$ cat config.mk
export PLATFORM = sky130hd
export DESIGN_NAME = wb_regfile
export DESIGN_NICKNAME = d
export VERILOG_FILES = /design/src/rtl/wb_regfile.sv
export SDC_FILE = /design/constraint.sdc
export NUM_CORES = 2
export LEC_CHECK = 0
export CAP_MARGIN = 10
export CORE_MARGIN = 1
export CORE_UTILIZATION = 60
export CTS_CLUSTER_SIZE = 30
export DETAILED_ROUTE_END_ITERATION = 12
export PLACE_DENSITY = 0.79
export SLEW_MARGIN = 0
export SYNTH_ARGS = -nofsm -noshare
export SYNTH_HDL_FRONTEND = slang
export SYNTH_SLANG_ARGS = --single-unit
$ cat constraint.sdc
create_clock -name clk -period 4.9 [get_ports clk]
set_clock_uncertainty 0.15 [all_clocks]
set_input_delay 0.49 -clock clk [delete_from_list [all_inputs] [get_ports clk]]
set_output_delay 0.49 -clock clk [all_outputs]
set_load 0.005 [all_outputs]
$ cat src/rtl/wb_regfile.sv
// wb_regfile: MEM/WB write-back decode, 32x32 register file and retire counter.
// Optional macro WB_BYPASS_EN: write-through from wb_data to the read ports.
module wb_regfile #(
    parameter int DW   = 32,
    parameter int NREG = 32,
    parameter int CNTW = 32
) (
    input  logic            clk,
    input  logic            rst_n,
    input  logic [DW-1:0]   MEMOutin,
    input  logic [DW-1:0]   ALUOutin,
    input  logic [31:0]     IRin,
    input  logic [4:0]      raddr1,
    input  logic [4:0]      raddr2,
    output logic [DW-1:0]   rdata1,
    output logic [DW-1:0]   rdata2,
    output logic            wb_we,
    output logic [4:0]      wb_addr,
    output logic [DW-1:0]   wb_data,
    output logic [CNTW-1:0] retire_cnt
);

    logic [5:0]      op;
    logic            dec_wr;
    logic            dec_mem;
    logic [4:0]      dec_dest;

    logic [DW-1:0]   regs_q [NREG];
    logic [DW-1:0]   regs_d [NREG];
    logic [CNTW-1:0] cnt_q;
    logic [CNTW-1:0] cnt_d;

    assign op = IRin[31:26];

    always_comb begin
        dec_wr   = 1'b0;
        dec_mem  = 1'b0;
        dec_dest = IRin[20:16];
        unique case (1'b1)
            (op == 6'h00): begin
                dec_wr   = (IRin[5:0] != 6'h08);
                dec_dest = IRin[15:11];
            end
            (op == 6'h23): begin
                dec_wr  = 1'b1;
                dec_mem = 1'b1;
            end
            (op[5:3] == 3'b001): begin
                dec_wr = 1'b1;
            end
            (op == 6'h03): begin
                dec_wr   = 1'b1;
                dec_dest = 5'd31;
            end
            default: begin
            end
        endcase
    end

    // Register 0 is never written, so it needs no special storage.
    always_comb begin
        wb_we   = 1'b0;
        wb_addr = '0;
        wb_data = '0;
        if (rst_n) begin
            wb_we   = dec_wr && (dec_dest != 5'd0);
            wb_addr = dec_dest;
            wb_data = dec_mem ? MEMOutin : ALUOutin;
        end
    end

    always_comb begin
        regs_d = regs_q;
        if (wb_we) begin
            regs_d[wb_addr] = wb_data;
        end
    end

    always_comb begin
        cnt_d = cnt_q;
        if (IRin != 32'h0) begin
            cnt_d = cnt_q + CNTW'(1);
        end
    end

    always_ff @(posedge clk or negedge rst_n) begin
        if (!rst_n) begin
            for (int i = 0; i < NREG; i++) begin
                regs_q[i] <= '0;
            end
            cnt_q <= '0;
        end else begin
            regs_q <= regs_d;
            cnt_q  <= cnt_d;
        end
    end

    always_comb begin
        rdata1 = '0;
        if (rst_n && raddr1 != 5'd0) begin
            rdata1 = regs_q[raddr1];
        end
`ifdef WB_BYPASS_EN
        if (wb_we && raddr1 == wb_addr) begin
            rdata1 = wb_data;
        end
`endif
    end

    always_comb begin
        rdata2 = '0;
        if (rst_n && raddr2 != 5'd0) begin
            rdata2 = regs_q[raddr2];
        end
`ifdef WB_BYPASS_EN
        if (wb_we && raddr2 == wb_addr) begin
            rdata2 = wb_data;
        end
`endif
    end

    assign retire_cnt = cnt_q;

endmodule

* Word-level counts from Yosys, hierarchy flattened
Cells that the tools add are included.
** Cells by class
- Add/subtract/negate cells :: 1
- Multipliers :: 0
- Divide/modulo/power cells :: 0
- Magnitude comparators :: 4
- Equal/unequal tests :: 4
- Shift-type cells :: 0
- Multiplexer cells :: 18
- Bitwise gates (word level) :: 3
- Reduce and logical (&&, ||, !) cells :: 10
** Operators by type and width (count)
- bitwise mux 1024 bit :: 1
- binary-select mux 32 bit (select 5 bit) :: 2
- 2-to-1 mux 32 bit :: 9
- demux 32 bit (select 5 bit) :: 1
- adder 32 x 1 -> 32 bit (second input constant) :: 1
- nonzero test 32 bit :: 1
- greater-or-equal comparator 6 bit (second input constant) :: 3
- NOT 5 -> 6 bit :: 3
- nonzero test 5 bit :: 3
- one-hot mux 5 bit (2 select lines) :: 1
- == test 6 x 2 -> 1 bit (second input constant) :: 1
- == test 6 bit (second input constant) :: 1
- logical NOT 6 bit :: 1
- < comparator 6 x 1 -> 1 bit (second input constant) :: 1
- != test 6 x 4 -> 1 bit (second input constant) :: 1
- 2-to-1 mux 5 bit :: 1
- logical AND 1 bit :: 4
- == test 3 x 1 -> 1 bit (second input constant) :: 1
- OR reduction 3 bit :: 1
- 2-to-1 mux 1 bit :: 2
- one-hot mux 1 bit (2 select lines) :: 1
** Storage, ports and cells
- Register bits after elaboration :: 1056
- Latch bits :: 0
- RAM bits :: 0
- Memory bits (read-only) :: 0
- Bits of input ports :: 108
- Logic and storage cells :: 73
- Memories kept :: 0

* Logic depth before layout (Yosys ltp)
- Word-level depth :: 9
- Depth in mapped cells :: 10
- Depth with buffers taken out :: 7

* Least setup slack after synthesis
Ideal clock, no wire load.
- Kind :: input -> output
- Start :: in raddr2[0]
- End :: out rdata2[28]
- Arrival :: 2.520 ns
- Data required time :: 4.260 ns
- Slack :: 1.740 ns
- Cell stages on the path :: 9
- Path buffers :: 4
- Cells stage by stage :: clkbuf_1 > clkbuf_1 > buf_1 > buf_1 > mux2i_1 > nor2_1 > o31a_1 > o21ai_0 > o31ai_1
** Between the ends
- Cells in the longest elaborated chain, start to end :: 5
- Elaborated cells on any way between the ends :: 7
- Classes of those cells :: mux: 4; bitwise: 1; reduce/logical: 2
** Ends and longest elaborated chain
- from (decl) :: RTL line 14 : input logic [4:0] raddr2,
- NOT 5 -> 6 bit (implied by the code) :: RTL line 113 : rdata2 = regs_q[raddr2];
- binary-select mux 32 bit (select 5 bit) :: RTL line 113
- 2-to-1 mux 32 bit (implied by the code) (2 in a row) :: RTL line 113
- 2-to-1 mux 32 bit (*) :: RTL line 112 : if (rst_n && raddr2 != 5'd0) begin
- to (decl) :: RTL line 16 : output logic [DW-1:0] rdata2,
Every way passes the cells marked *; elsewhere a longest branch is shown, timed or not. The select of a mux whose other input is x is not followed.

* Worst setup path after layout
- Start :: in rst_n
- End :: out rdata1[19]
** Between the ends
- Cells in the longest elaborated chain, start to end :: 2
** Ends and longest elaborated chain
- from (decl) :: RTL line 9 : input logic rst_n,
- logical AND 1 bit :: RTL line 100 : if (rst_n && raddr1 != 5'd0) begin
- 2-to-1 mux 32 bit :: RTL line 100
- to (decl) :: RTL line 15 : output logic [DW-1:0] rdata1,
Every way passes these cells.

==> key figures <==
Outcome
  • Status: finished clean

CTS
  • Root Buffer: clkbuf_16
  • CTS Buffer Depth: 3
  • Inserted Clock Buffers: between 100 and 150
  • Clock Latency Late Sink: around 0.71 ns
  • Post-CTS Setup Inserts: 0
  • TritonCTS clock tree: done
  • Clock sink count: 1056
  • Clk pin slew, worst setup/hold paths: 0.06 ns
  • Htree depth: 3

Die
  • Die area: between 90000 and 100000 um^2
  • # IOs: 242
  • Die width: 312.3 um
  • Initial Utilization: 60.72%
  • Num rows: 113
  • Die Ht: around 310 um
  • Core ar.: 95150 um^2

Synthesis
  • Mapped Nets: 4570
  • Synth area leader: dfrtp_1
  • Top FF cell, synth: dfrtp_1
  • Synth Cell Area: 57780 um^2
  • Top cells by count, synth: dfrtp_1, mux2_2, mux2i_1, clkbuf_1, mux4_2
  • Yosys Warn Count: 0
  • Flops & latches, synth: 1056
  • Mapped Cells: about 4500
  • Post-synth cell types: 63
  • Ys async rst share: 100.0%
  • Post-synth top area share: 45.74%
  • Most common cell in the netlist: dfrtp_1
  • EDFF count, synth: 0
  • Main area contributors after synthesis: dfrtp_1, mux2_2, mux4_2
  • Syn Area/Cell: 12.95 um^2
  • Sequential area share after synthesis: 45.74%

Detailed routing
  • Wire per inst: between 20 and 30 um
  • Vias after detailed routing: 41420
  • Number of vias per cell: 7.052
  • Total routed wirelength: 175.8 mm
  • Antenna Nets Post-Route: 0
  • DRC viols: 0
  • 1st-iter DRT viols: roughly 4300
  • First-pass iteration count of the detailed router: 6

Setup path
  • Setup crit start kind: primary input
  • CP Buf/Inv Count: 4
  • Critical path class: in -> out
  • CP cell instances: dlygate4sd3_1 > buf_8 > nand2_2 > buf_4 > nor3_1 > o21ai_0 > o31ai_1 > clkdlybuf4s50_1
  • Cell with the largest stage delay on the worst path: nand2_2
  • Worst Path Required: 4.26 ns
  • Max stage delay on crit path: 0.67 ns
  • Critical path fanouts, max: 37
  • Crit path capture type: output port
  • Crit path DAT: 3.94 ns
  • Top delay family on crit path: buffers and inverters

STA
  • Max Transition Viols Final: 0
  • Worst slew pin tran: 1.141 ns
  • Setup TNS: 0 ns
  • Rel. slew slack: 23.28%
  • Tmin final: 4.584 ns
  • RSZ-0062 raised after global routing: false
  • Setup violators final: 0
  • Final Cycle Share: slightly above 90%
  • Hold Vio Cnt, Final: 0
  • Fin Hold WS: approximately 0.14 ns
  • Fmax: 218.1 MHz

Placed design
  • Post-Place Cell Area: 62110 um^2
  • Port buffer count: 241
  • Routability Congestion: 0.8553
  • DP HPWL: 101.4 mm
  • Post-Place Cells: 5670

Pwr
  • Power density over the cells: 308.6 nW/um^2
  • Leakage: 30.56 nW
  • Worst ir drop on vdd: 292.6 uV

Cells and area
  • Final-layout fill cell count: between 6000 and 7000
  • Design area: around 66000 um^2
  • Share of cells above drive strength 1: 36.97%
  • Finished Layout Cells: slightly below 6000
  • Synth-to-Final Area Change: 14.23%
  • Nets: 4627
  • Final core occ: a little under 70%
  • Ant. Diodes: 0

GRT
  • Vias in the first global route: 42990
  • Largest net degree at the start of global routing: 174
  • Initial antenna violation count: 2
  • First-pass GRT wire length: 265.7 mm
  • Overall Global Routing Usage: 36.04%
  • Overflow after GRT: 0

Hold path
  • Hold Path Class: in -> async

Job
  • Max_cap viols: 0
==> path summary, 6_finish.rpt <==
| kind | startpoint | endpoint | slack [ns] | cells after the start |
|---|---|---|---|---|
| worst max-delay path | rst_n | rdata1[19] | 0.32 | 8 |
| worst max register to register | retire_cnt[10]$_DFFE_PN0P_ | retire_cnt[28]$_DFFE_PN0P_ | 2.35 | 6 |
| worst min register to register | regs_q[1012]$_DFFE_PN0P_ | regs_q[1012]$_DFFE_PN0P_ | 0.25 | 0 |
| max in group asynchronous | rst_n | regs_q[586]$_DFFE_PN0P_ | 1.75 | 5 |
| min in group clk | regs_q[1012]$_DFFE_PN0P_ | regs_q[1012]$_DFFE_PN0P_ | 0.25 | 0 |
| worst min-delay path | rst_n | regs_q[895]$_DFFE_PN0P_ | 0.14 | 2 |
==> power breakdown <==
group | leakage [nW] | switching (mW) | total [mW] | internal, mW
sequential | 14.6 | 0.215 | 9.22 | 9.00
combinational | 14.1 | 1.26 | 2.19 | 0.939
clock | 1.91 | 3.63 | 8.95 | 5.33
total | 30.6 | 5.10 | 20.4 | 15.3
==> logic make-up after synthesis <==
family	after synthesis	share of synthesized area [%]
xor+xnor	32	0.4851
buf+inv	484	3.437
compound gates	686	8.088
mux	1760	38.52
flops	1056	45.74
simple gates	442	3.718
fa+ha+maj	1	0.02165
==> registers in the layout, indices dropped and copies added, names as in the netlist <==
register and flops:
regs_q 1024, retire_cnt 32
==> area by class of cell <==
cell class                      count  area (um^2)  share of cell area, %
Sequential cell                  1056        26430                  40.04
Multi-Input combinational cell   2921        29690                  44.99
Tap cell                         1265         1583                  2.398
Timing Repair Buffer              420         4387                  6.647
Clock buffer                      166         3296                  4.993
Inverter                            9        33.78                0.05119
Clock inverter                     37        581.8                 0.8815
==> layout by cell type, fill, tap and decap left out, drive strengths merged, types with 14 or more instances in the layout <==
cell type	n
nand3	33
o31a	14
clkbuf	166
mux4	256
nand2	90
nor4	76
mux2	1056
o22ai	65
xnor2	21
o31ai	116
nand4	16
o21ai	134
buf	187
dfrtp	1056
clkinv	16
a211o	51
a21oi	130
clkdlybuf4s50	232
nor3	24
inv	14
mux2i	448
nor2	166
a21boi	33
o221ai	128
==> metrics by stage <==
step	power (mW)	setup WS [ns]
after floorplan	10.58	1.740
after global placement	11.46	0.6159
after detailed placement	11.52	0.4782
after CTS	20.40	0.4096
after global routing	20.93	0.2822
final	20.37	0.3155
==> metal layers <==
| layer | part of all wire (%) | wire length [um] | global-route usage [%] | vias to the layer above |
|---|---|---|---|---|
| li1 | - | - | - | 17160 |
| met1 | 39 | 67680 | 46.89 | 21550 |
| met2 | 48 | 83870 | 57.96 | 2148 |
| met3 | 8.2 | 14500 | 6.835 | 570 |
| met4 | 5.5 | 9723 | 18.44 | 2 |
| met5 | 0.0074 | 13 | 0 | - |
==> timing repair <==
action | 4_1_cts | 5_1_grt
resized for setup | 0 | 0
hold buffers | 1 | 0
endpoints found under the hold margin | 71 | 0
(Power assumes the default switching activity.)
